==> config.mk <==
export PLATFORM = sky130hd
export DESIGN_NAME = frq_seq_ctrl_flat
export DESIGN_NICKNAME = d
export VERILOG_FILES = /design/src/rtl/frq_seq_ctrl_if.sv /design/src/rtl/frq_seq_ctrl.sv /design/src/flat_wrapper.sv
export SDC_FILE = /design/constraint.sdc
export NUM_CORES = 1
export LEC_CHECK = 0
export BUFFER_PORTS_ARGS = -buffer_cell sky130_fd_sc_hd__buf_2
export CORE_MARGIN = 2
export CORE_UTILIZATION = 50
export DETAILED_ROUTE_END_ITERATION = 12
export PLACE_DENSITY_LB_ADDON = 0.3
export SETUP_SLACK_MARGIN = 0.05
export SYNTH_ARGS = -nofsm -noshare
export SYNTH_HDL_FRONTEND = slang
export SYNTH_SLANG_ARGS = --single-unit
==> constraint.sdc <==
create_clock -name clk -period 1.8 [get_ports clk]
set_clock_uncertainty 0.2 [all_clocks]
set_input_delay 0.27 -clock clk [delete_from_list [all_inputs] [get_ports clk]]
set_output_delay 0.27 -clock clk [all_outputs]
set_load 0.005 [all_outputs]
==> src/rtl/frq_seq_ctrl_if.sv <==
`default_nettype none
// ============================================================================
// Module   : frq_seq_ctrl_if
// Purpose  : Bundles the frame request, divider handshake and status signals
//            of frq_seq_ctrl.
//   master : frame requester / divider side (drives start, msg, SW, co)
//   slave  : frq_seq_ctrl itself (drives div_ld, div_SW, sel, ser_out,
//            busy, done, err)
// Signals  : start   - request to transmit one frame
//            msg     - 5-bit frame payload, sent MSB first
//            SW      - 3-bit divider ratio select for the frame
//            co      - divider carry-out tick (one-cycle pulse)
//            div_ld  - one-cycle load strobe to the loadable divider
//            div_SW  - latched SW driven to the divider
//            sel     - divider mux select (1 = loadable, 0 = free-running)
//            ser_out - serial frame bit (idles high)
//            busy    - frame active
//            done    - one-cycle completion pulse
//            err     - one-cycle timeout pulse
// Revision : 1.0 - initial release
// ============================================================================
interface frq_seq_ctrl_if;
    logic       start;
    logic [4:0] msg;
    logic [2:0] SW;
    logic       co;
    logic       div_ld;
    logic [2:0] div_SW;
    logic       sel;
    logic       ser_out;
    logic       busy;
    logic       done;
    logic       err;

    modport master (
        output start, msg, SW, co,
        input  div_ld, div_SW, sel, ser_out, busy, done, err
    );

    modport slave (
        input  start, msg, SW, co,
        output div_ld, div_SW, sel, ser_out, busy, done, err
    );
endinterface
`default_nettype wire

==> src/rtl/frq_seq_ctrl.sv <==
`default_nettype none
// ============================================================================
// Module   : frq_seq_ctrl
// Purpose  : Frame sequencer that loads a divider ratio, then shifts a 5-bit
//            payload out MSB first, one bit per divider carry-out tick.
//            Aborts with an err pulse if the divider stays silent for
//            TIMEOUT cycles while sending.
// Ports    : clk  - system clock, rising edge
//            rst  - synchronous active-high reset
//            bus  - frq_seq_ctrl_if.slave (request, divider and status)
// Params   : TIMEOUT - max SEND cycles without co before abort
// Macros   : FRQ_SEQ_PARITY_EN - when defined, an even-parity bit (XOR of
//            msg) is appended, making the frame 6 bits long
// Revision : 1.0 - initial release
// ============================================================================
module frq_seq_ctrl #(
    parameter int TIMEOUT = 255
) (
    input  wire logic         clk,
    input  wire logic         rst,
    frq_seq_ctrl_if.slave     bus
);

`ifdef FRQ_SEQ_PARITY_EN
    localparam int c_NBITS = 6;
`else
    localparam int c_NBITS = 5;
`endif

    localparam logic [2:0] c_LAST_BIT = 3'(c_NBITS - 1);
    localparam int         c_WAIT_W   = (TIMEOUT < 2) ? 1 : $clog2(TIMEOUT + 1);
    localparam logic [c_WAIT_W-1:0] c_WAIT_LAST = c_WAIT_W'(TIMEOUT - 1);

    typedef enum logic [1:0] {
        IDLE = 2'd0,
        LOAD = 2'd1,
        SEND = 2'd2,
        DONE = 2'd3
    } state_t;

    state_t                r_state;
    state_t                w_state_nxt;
    logic [c_NBITS-1:0]    r_shift;
    logic [2:0]            r_bit_cnt;
    logic [c_WAIT_W-1:0]   r_wait;
    logic [2:0]            r_div_sw;
    logic                  r_err;
    logic                  w_accept;
    logic                  w_abort;

    // ------------------------------------------------------------------
    // State register
    // ------------------------------------------------------------------
    always_ff @(posedge clk) begin
        if (rst) begin
            r_state <= IDLE;
        end else begin
            r_state <= w_state_nxt;
        end
    end

    // ------------------------------------------------------------------
    // Next-state logic
    // ------------------------------------------------------------------
    always_comb begin
        w_state_nxt = r_state;
        w_accept    = 1'b0;
        w_abort     = 1'b0;
        case (r_state)
            IDLE: begin
                if (bus.start) begin
                    w_accept    = 1'b1;
                    w_state_nxt = LOAD;
                end
            end
            LOAD: begin
                w_state_nxt = SEND;
            end
            SEND: begin
                // A co tick takes priority over a simultaneous timeout.
                if (bus.co) begin
                    if (r_bit_cnt == c_LAST_BIT) begin
                        w_state_nxt = DONE;
                    end
                end else if (r_wait == c_WAIT_LAST) begin
                    w_abort     = 1'b1;
                    w_state_nxt = IDLE;
                end
            end
            DONE: begin
                w_state_nxt = IDLE;
            end
            default: begin
                w_state_nxt = IDLE;
            end
        endcase
    end

    // ------------------------------------------------------------------
    // Datapath: payload shifter, bit counter, silence counter
    // ------------------------------------------------------------------
    always_ff @(posedge clk) begin
        if (rst) begin
            r_shift   <= '0;
            r_bit_cnt <= '0;
            r_wait    <= '0;
            r_div_sw  <= '0;
            r_err     <= 1'b0;
        end else begin
            // err is registered so it appears in the first IDLE cycle.
            r_err <= w_abort;
            if (w_accept) begin
`ifdef FRQ_SEQ_PARITY_EN
                r_shift <= {bus.msg, ^bus.msg};
`else
                r_shift <= bus.msg;
`endif
                r_div_sw  <= bus.SW;
                r_bit_cnt <= '0;
                r_wait    <= '0;
            end else if (r_state == SEND) begin
                if (bus.co) begin
                    r_shift   <= {r_shift[c_NBITS-2:0], 1'b0};
                    r_bit_cnt <= r_bit_cnt + 3'd1;
                    r_wait    <= '0;
                end else begin
                    r_wait    <= r_wait + 1'b1;
                end
            end
        end
    end

    // ------------------------------------------------------------------
    // Outputs (decoded from registered state)
    // ------------------------------------------------------------------
    assign bus.div_ld  = (r_state == LOAD);
    assign bus.div_SW  = r_div_sw;
    assign bus.busy    = (r_state != IDLE);
    assign bus.sel     = (r_state != IDLE);
    assign bus.ser_out = (r_state == SEND) ? r_shift[c_NBITS-1] : 1'b1;
    assign bus.done    = (r_state == DONE);
    assign bus.err     = r_err;

endmodule
`default_nettype wire

==> src/flat_wrapper.sv <==
// flat-port wrapper written by rule: the top's interface ports become plain ports
module frq_seq_ctrl_flat 
#(
    parameter int TIMEOUT = 255
)
  (clk, rst, bus_start, bus_msg, bus_SW, bus_co, bus_div_ld, bus_div_SW, bus_sel, bus_ser_out, bus_busy, bus_done, bus_err);
  frq_seq_ctrl_if bus_i ();
  input  wire logic clk;
  input  wire logic rst;
  input wire logic [$bits(bus_i.start)-1:0] bus_start;
  input wire logic [$bits(bus_i.msg)-1:0] bus_msg;
  input wire logic [$bits(bus_i.SW)-1:0] bus_SW;
  input wire logic [$bits(bus_i.co)-1:0] bus_co;
  output wire logic [$bits(bus_i.div_ld)-1:0] bus_div_ld;
  output wire logic [$bits(bus_i.div_SW)-1:0] bus_div_SW;
  output wire logic [$bits(bus_i.sel)-1:0] bus_sel;
  output wire logic [$bits(bus_i.ser_out)-1:0] bus_ser_out;
  output wire logic [$bits(bus_i.busy)-1:0] bus_busy;
  output wire logic [$bits(bus_i.done)-1:0] bus_done;
  output wire logic [$bits(bus_i.err)-1:0] bus_err;
  assign bus_i.start = bus_start;
  assign bus_i.msg = bus_msg;
  assign bus_i.SW = bus_SW;
  assign bus_i.co = bus_co;
  assign bus_div_ld = bus_i.div_ld;
  assign bus_div_SW = bus_i.div_SW;
  assign bus_sel = bus_i.sel;
  assign bus_ser_out = bus_i.ser_out;
  assign bus_busy = bus_i.busy;
  assign bus_done = bus_i.done;
  assign bus_err = bus_i.err;
  frq_seq_ctrl #(.TIMEOUT(TIMEOUT)) u_core (.clk(clk), .rst(rst), .bus(bus_i));
endmodule
After elaboration in Yosys (flattened, before gate mapping):

Cells that the tools add are included.

* flip-flop bits (word level): 22
* input bits: 12
* output and inout bits: 9
* logic and storage cells: 39

* add/subtract/negate cells: 2
* equality and inequality tests: 8
* muxes and demuxes: 13
* bitwise gates (word level): 1
* reductions and logical operators: 9

Operators by type and width (number)
* two-way mux 5 bit: 3
* adder 8 x 1 -> 8 bit, second input constant: 1
* equality test 8 bit, second input constant: 1
* two-way mux 2 bit: 4
* two-way mux 8 bit: 1
* case mux 2 bit (4 select lines): 1
* inequality test 3 x 2 -> 1 bit, second input constant: 2
* nonzero test 2 bit: 3
* equality test 2 bit, second input constant: 2
* two-way mux 1 bit: 4
* AND reduction 2 bit: 2
* adder 3 x 1 -> 3 bit, second input constant: 1
* equality test 3 bit, second input constant: 1
* AND reduction 3 bit: 1
* OR reduction 3 bit: 1
* equality test 2 x 1 -> 1 bit, second input constant: 1
* zero test 2 bit: 1
* inequality test 2 bit, second input constant: 1
* OR reduction 2 bit: 1
* NOT 1 bit: 1

Longest topological paths before layout:

Gate-level depths: netlist of the first run.

* depth after elaboration: 4
* depth in mapped cells: 5
* depth with buffers taken out: 5

Worst setup path after synthesis of the first run:

OpenSTA, ideal clock, no wires.

* path kind: register to register
* from: register u_core.r_state[0]
* to: register u_core.r_wait[7]
* data arrival time: 1202 ps
* data required time: 1531 ps
* setup slack: 330 ps
* stages on the path, launching flop included: 5
* buffers on the path: 1
* clock period less this slack: 1470 ps
* path through: dfxtp_1 > buf_6 > nand4b_4 > or4_4 > a21oi_2

* word-level cells in the longest chain between the ends: 3
* elaborated cells on any way between the ends: 4
* those cells by class: eq/ne: 1; mux: 1; reduce/logical: 2

RTL lines
* from (decl): RTL line frq_seq_ctrl.sv:41 `state_t r_state;`
* from (signal assigned): RTL line frq_seq_ctrl.sv:58 `r_state <= w_state_nxt;`
* zero test 2 bit: RTL line frq_seq_ctrl.sv:69 `case (r_state)`
* two-way mux 1 bit: RTL line frq_seq_ctrl.sv:69
* OR reduction 2 bit (no line)
* to (signal assigned): RTL line frq_seq_ctrl.sv:127 `r_wait <= r_wait + 1'b1;`
* to (decl): RTL line frq_seq_ctrl.sv:45 `logic [c_WAIT_W-1:0] r_wait;`

Several ways; a longest one is shown, not always the timed one.
A chain may end at the register's enable or synchronous reset.

Worst setup path after layout of the first run:

* from: register u_core.r_state[0]
* to: output port bus_ser_out

* word-level cells in the longest chain between the ends: 2

RTL lines
* equality test 2 bit: RTL line frq_seq_ctrl.sv:140 `assign bus.ser_out = (r_state == SEND) ? r_shift[c_NBITS-1] : 1'b1;`
* two-way mux 1 bit: RTL line frq_seq_ctrl.sv:140
* to (decl): RTL line flat_wrapper.sv:17 `output wire logic [$bits(bus_i.ser_out)-1:0] bus_ser_out;`

Every way passes these cells.

==> key figures, run 1 <==
Logic synthesis
  – EDFF count, synth: 0
  – Post-Synth XOR/XNOR Area: 2.50%
  – Synth Area in Compound Gates: 12.8%
  – Fraction of registers with async set or reset after synthesis: 0%
  – Synth Cell Area: 0.00105 mm2
  – Area share of fa/ha/maj cells after synthesis: 4.76%
  – Distinct cells, synth: 35
  – Syn. warnings: 0
  – Top_reg_cell synth: dfxtp_1
  – Largest cells by area after synthesis: dfxtp_1 42%, a21oi_1 4.8%, ha_1 4.8%
  – Mean Syn Cell Area: 8.70 um2
  – Yosys top cell area share: 41.9%
  – Seq cells post-synth: 22
  – Count leader, synth: dfxtp_1
  – Simple-gate share of the synthesized area: 29.3%
  – Synth cell count leaders: 22 x dfxtp_1, 13 x nand2_1, 11 x nor2_1
  – Cell count after synthesis: 121
  – Synth area leader: dfxtp_1
  – Mux contribution to synthesized area: 1.90%
  – Largest family of logic cells by synthesized area: simple AND/OR/NAND/NOR gates
  – Post-synthesis sequential area ratio: 41.9%
  – Syn nets: 137

Floorplanning
  – Starting Density: 53.1%
  – Die area: 0.00249 mm2
  – Core ar.: 0.00198 mm2
  – Die width: 49.9 um
  – I/O pins: 21
  – Die Ht: 49.9 um
  – FP Rows: 16

GRT
  – Total grt overflow: 0
  – Initial antenna violation count: 0
  – Overall global routing resource usage: 18.8%
  – Vias in the first global route: 864
  – First-pass GRT wire length: 3550 um
  – Largest net degree at the start of global routing: 14

Power and ir drop
  – Switch Pwr: 234 uW
  – Clock share of power: 29.9%
  – Sequential share of power: 56.3%
  – Cell Pwr Density: 735 mW/mm2
  – Comb power frac: 13.8%
  – Net Sw Frac: 25.2%
  – Pint: 692 uW
  – Leak: 0.530 nW
  – Worst VDD drop: 530 uV

Detailed routing
  – DR WL/cell: 12.5 um
  – DR pass1 iterations: 5
  – Detail-routed via count per cell: 5.29
  – Initial detailed-routing violation count: 17
  – Routed Antenna Nets: 0
  – Detailed-route DRC error count: 0
  – Vias post-DR: 921
  – DRT Wirelength: 2180 um

Setup path
  – Worst Path Arrival: 1180 ps
  – Crit path required time: 1330 ps
  – Crit path max fanout: 11
  – CP startpoint kind: register
  – WS Path Type: reg -> out
  – Endpoint type of the worst setup path: output pin

Cells and area
  – Fin cells: 174
  – Nets: 164
  – Cell area after layout: 0.00126 mm2
  – Antenna diodes: 0
  – Layout cells sized above 1: 25.2%
  – Core Util, Final: 63.6%
  – # fillers: 159
  – Area Overhead vs Synth: 19.7%

Clock tree
  – Post-CTS setup buffers: 0
  – CTS buffer count: 3
  – # H-tree levels: 1
  – Reg clk slew, reported paths: 130 ps
  – Clock tree from TritonCTS: yes
  – CTS root buf: clkbuf_4
  – Skew-Pair Late Insertion Delay: 310 ps
  – Longest Clk Path Bufs: 2
  – Sink Count: 22

Outcome
  – Status: complete, no violations

Timing
  – RSZ-0062 raised after global routing: no
  – Final min period: 1650 ps
  – Final setup TNS: 0 ps
  – Fin crit share: 91.9%
  – Relative max-transition margin: 80.1%
  – Final setup violation count: 0
  – Hold Slack: 32.0 ps
  – Slew of the pin with the lowest slew margin: 298 ps
  – FMAX: 604 MHz
  – Max-slew violations: 0
  – Hold Vio Cnt, Final: 0

Job
  – Max Cap Viol: 0

Worst hold path
  – Hold Path Class: in -> reg

Place
  – Port Buffers: 20
  – Placed Area: 0.00118 mm2
  – Placed Instances: 166
  – Post-DP HPWL: 1580 um
  – GP Congestion: 0.717
-- power by group through the flow --
stage	Combinational, mW	Sequential (mW)	Clock, mW
after floorplan	0.0833	0.527	0
after global placement	0.116	0.531	0
after detailed placement	0.119	0.532	0
after CTS	0.127	0.522	0.282
after global routing	0.140	0.524	0.303
final	0.128	0.521	0.277
-- cells by family (layout without fill, tap and decap cells) --
kind of cell	count (synthesis)	count (layout)
AOI/OAI and AO/OA	22	22
and+or+nand+nor	54	54
DFF	22	22
adders and majority gates	4	4
muxes	2	2
xor gates and xnor gates	3	3
buffers and inverters	14	40
-- cell usage in the layout, fill, tap and decap left out, types with 2 or more instances in the layout --
| master | count |
|---|---|
| clkbuf_4 | 3 |
| dlygate4sd3_1 | 4 |
| nor2_1 | 11 |
| buf_4 | 5 |
| nand4b_1 | 2 |
| ha_1 | 4 |
| or3_1 | 4 |
| a21oi_1 | 10 |
| buf_2 | 20 |
| inv_1 | 7 |
| dfxtp_1 | 20 |
| o21ai_0 | 5 |
| xnor2_1 | 2 |
| nand2_1 | 13 |
| a311oi_1 | 4 |
| nand3_1 | 7 |
| nand3b_1 | 2 |
| mux2i_1 | 2 |
| nand2b_1 | 3 |
-- area by class of cell --
type                    instances  area, um2  area share, %
multi-input cells              85        541           42.9
flip-flops and latches         22        445           35.4
repair buffers                 29        178           14.1
clock buffers                   4       36.3           2.88
well taps                      27       33.8           2.68
inverters                       7       26.3           2.09
-- flip-flops by register name (all words and copies together) (netlist names) --
name	flops
u_core.r_state	2
u_core.r_shift	5
u_core.bus.err	1
u_core.bus.div_SW	3
u_core.r_wait	8
u_core.r_bit_cnt	3
-- final timing paths --
check	startpoint	endpoint	slack, ps	cells past startpoint
min	bus_msg[1]	u_core.r_shift[1]	30	3
max	u_core.r_state[0]	bus_ser_out	150	3
min reg2reg	u_core.bus.div_SW[1]	u_core.bus.div_SW[1]	260	2
max reg2reg	u_core.r_state[0]	u_core.r_shift[4]	180	3
-- per-stage QoR --
stage	setup WS, ps	power (mW)
global placement	266	0.647
finish	145	0.926
CTS	95.2	0.930
global route	83.2	0.967
detailed placement	197	0.651
floorplan	330	0.610
-- routing by layer --
metal | part of all wire [%] | wire, um | global-route usage [%] | vias up
met2 | 52 | 1130 | 32.7 | 18
met1 | 44 | 961 | 21.2 | 432
met4 | 0.92 | 20 | 10.2 | 0
met5 | 0 | 0 | 0 | -
met3 | 3.1 | 68 | 3.94 | 4
li1 | - | - | - | 467
-- what timing repair did --
action,CTS,global route
resized for setup,2,2
pin swaps,0,0
cloned,0,0
setup endpoints to repair,1,1
hold buffers,4,0
endpoints found under the hold margin,4,0
-- critical path, cell delays in order (launching register included) --
cell	delay [ps]
dfxtp_4	410
and2b_2	270
nand2b_1	80
buf_2	110
No activity file was read; power rests on OpenSTA's default activity.
==> run 2: changes to the inputs <==
CORE_UTILIZATION = 47   (was 50)
SLEW_MARGIN = 20   (was not set)
clock period = 1.5 ns   (was 1.8 ns; I/O delays follow)
==> key figures, run 2 (synthesis gave the netlist of run 1 again) <==
Worst hold path
  – Hold path cells: 3
  – Hold_sp: bus_msg[2]
  – Hold worst-path end: u_core.r_shift[2]
  – Hold Path Class: in -> reg

GRT
  – Largest net degree at the start of global routing: 14
  – Overall global routing resource usage: 22.3%
  – Total grt overflow: 0
  – First-pass GRT wire length: 4330 um
  – Vias in the first global route: 1,031
  – Initial antenna violation count: 0

Timing
  – Relative max-transition margin: 79.5%
  – Final setup TNS: -1320 ps
  – Slew of the pin with the lowest slew margin: 308 ps
  – Final setup violation count: 23
  – Final min period: 1610 ps
  – FMAX: 620 MHz
  – Hold Vio Cnt, Final: 0
  – Fin crit share: 108%
  – Setup WS post-layout: -114 ps
  – Max-slew violations: 0
  – RSZ-0062 raised after global routing: yes

Cells and area
  – Most common cell after layout, fill and taps aside: dfxtp_1
  – Layout cells sized above 1: 47.3%
  – Area Overhead vs Synth: 50.2%
  – Nets: 182
  – # fillers: 162
  – Top Registers: u_core.r_wait x8, u_core.r_shift x5
  – Antenna diodes: 0
  – Biggest register: u_core.r_wait
  – Most frequent cells in the layout: 18 x dfxtp_1, 16 x buf_2, 14 x buf_4
  – Largest register FFs: 8
  – Cell area after layout: 0.00158 mm2

Setup path
  – Endpoint type of the worst setup path: output pin
  – CP max stage delay: 380 ps
  – CP startpoint kind: register
  – Reg2Reg Launch Point: u_core.r_state[0]
  – Slowest cell on crit path: dfxtp_4
  – Crit path required time: 1070 ps
  – Worst path most repeated cell: buf_6
  – Reg2Reg Setup Slack: -90 ps
  – Worst Path Arrival: 1190 ps
  – Worst Reg-to-Reg Cells: 4
  – Crit path max fanout: 3
  – R2r endpoint: u_core.r_wait[7]
  – CP Cell Sequence: and2b_1 -> buf_6 -> nand2b_4 -> buf_6
  – CP top delay family: flip-flops
  – WS Path Type: reg -> out
  – WP buf/inv: 2

Power and ir drop
  – Worst VDD drop: 724 uV
  – Comb power frac: 22.1%
  – Total Power: 1.23 mW
  – Leak: 0.689 nW
  – Clock share of power: 27.2%
  – Cell Pwr Density: 779 mW/mm2
  – Pint: 904 uW
  – Sequential share of power: 50.7%
  – Switch Pwr: 327 uW
  – Net Sw Frac: 26.6%

Place
  – Placed Area: 0.00124 mm2
  – Port Buffers: 20
  – Placement Setup Slack: 9.34 ps
  – GP Congestion: 0.740
  – Post-DP HPWL: 1710 um

Detailed routing
  – Initial detailed-routing violation count: 13
  – Detail-routed via count per cell: 5.48
  – DR WL/cell: 15.3 um
  – Detailed-route DRC error count: 0
  – Routed Antenna Nets: 0
  – Vias post-DR: 1,057
  – DR pass1 iterations: 5
  – DRT Wirelength: 2960 um

Clock tree
  – Reg clk slew, reported paths: 130 ps
  – Skew-Pair Late Insertion Delay: 310 ps
  – # H-tree levels: 1
  – CTS buffer count: 3
  – Clock tree from TritonCTS: yes
  – Longest Clk Path Bufs: 2
  – CTS root buf: clkbuf_4
  – Sink Count: 22

Floorplanning
  – I/O pins: 21
  – Die width: 51.3 um
  – Die area: 0.00263 mm2
  – Die Ht: 51.3 um
  – Starting Density: 48.5%
  – FP Rows: 17
  – Core ar.: 0.00217 mm2

Job
  – Max Cap Viol: 0

Outcome
  – Status: finished with violations
  – Failing checks: negative setup slack
[run 2: changes by cell type in the layout (fill, tap and decap cells not counted), sizes merged]
cell | before | now
dlygate4sd3 | 4 | 5
buf | 25 | 42
[run 2: power groups by stage]
stage	clock (mW)	combinational (mW)	sequential (mW)
2_1_floorplan	0	0.100	0.632
3_3_place_gp	0	0.152	0.635
3_5_place_dp	0	0.157	0.637
4_1_cts	0.340	0.227	0.621
5_1_grt	0.360	0.290	0.626
6_report	0.335	0.273	0.624
[run 2: final cells by class]
cell class,instances,area (um2),share of cell area [%]
Clock buffer,4,36.3,2.30
Inverter,7,26.3,1.66
Sequential cell,22,450,28.5
Multi-Input combinational cell,85,653,41.3
Timing Repair Buffer,47,379,24.0
Tap cell,28,35.0,2.22
[run 2: worst max path at each step]
| stage | cells past startpoint | from | slack [ps] | to |
|---|---|---|---|---|
| 6_report | 4 | u_core.r_state[0] | -110 | bus_ser_out |
| 5_1_grt | 4 | u_core.r_state[0] | -140 | bus_ser_out |
| 4_1_cts | 4 | u_core.r_state[0] | -110 | bus_ser_out |
| 3_5_place_dp | 3 | u_core.r_state[1] | 9 | u_core.r_shift[1] |
| 3_3_place_gp | 4 | u_core.r_wait[1] | 40 | u_core.r_wait[6] |
| 2_1_floorplan | 4 | u_core.r_state[0] | 30 | u_core.r_wait[7] |
[run 2: worst min-delay path, delay by kind of cell]
family          cells  cell delay [ps]
compound gates      1               50
simple gates        1              110
buf+inv             1              100
[run 2: per-stage QoR]
step	hold slack [ps]	utilization, %	cells
2_1_floorplan	103	-	121
3_3_place_gp	244	57.1	175
3_5_place_dp	252	57.1	175
4_1_cts	1.23	67.8	191
5_1_grt	11.5	72.8	193
6_report	17.5	72.8	193
[run 2: what timing repair did]
item	4_1_cts	5_1_grt
endpoints found under the setup margin	19	26
hold buffers	5	0
gates resized for setup	25	22
buffers inserted	7	2
pin swaps	3	3
hold endpoints to repair	5	0
[run 2: routing by layer]
metal / track usage (%) / part of all wire [%]
met1: 24.3 / 39
met2: 39.8 / 55
met3: 3.51 / 3.4
met4: 14.5 / 2.4
met5: 0 / 0
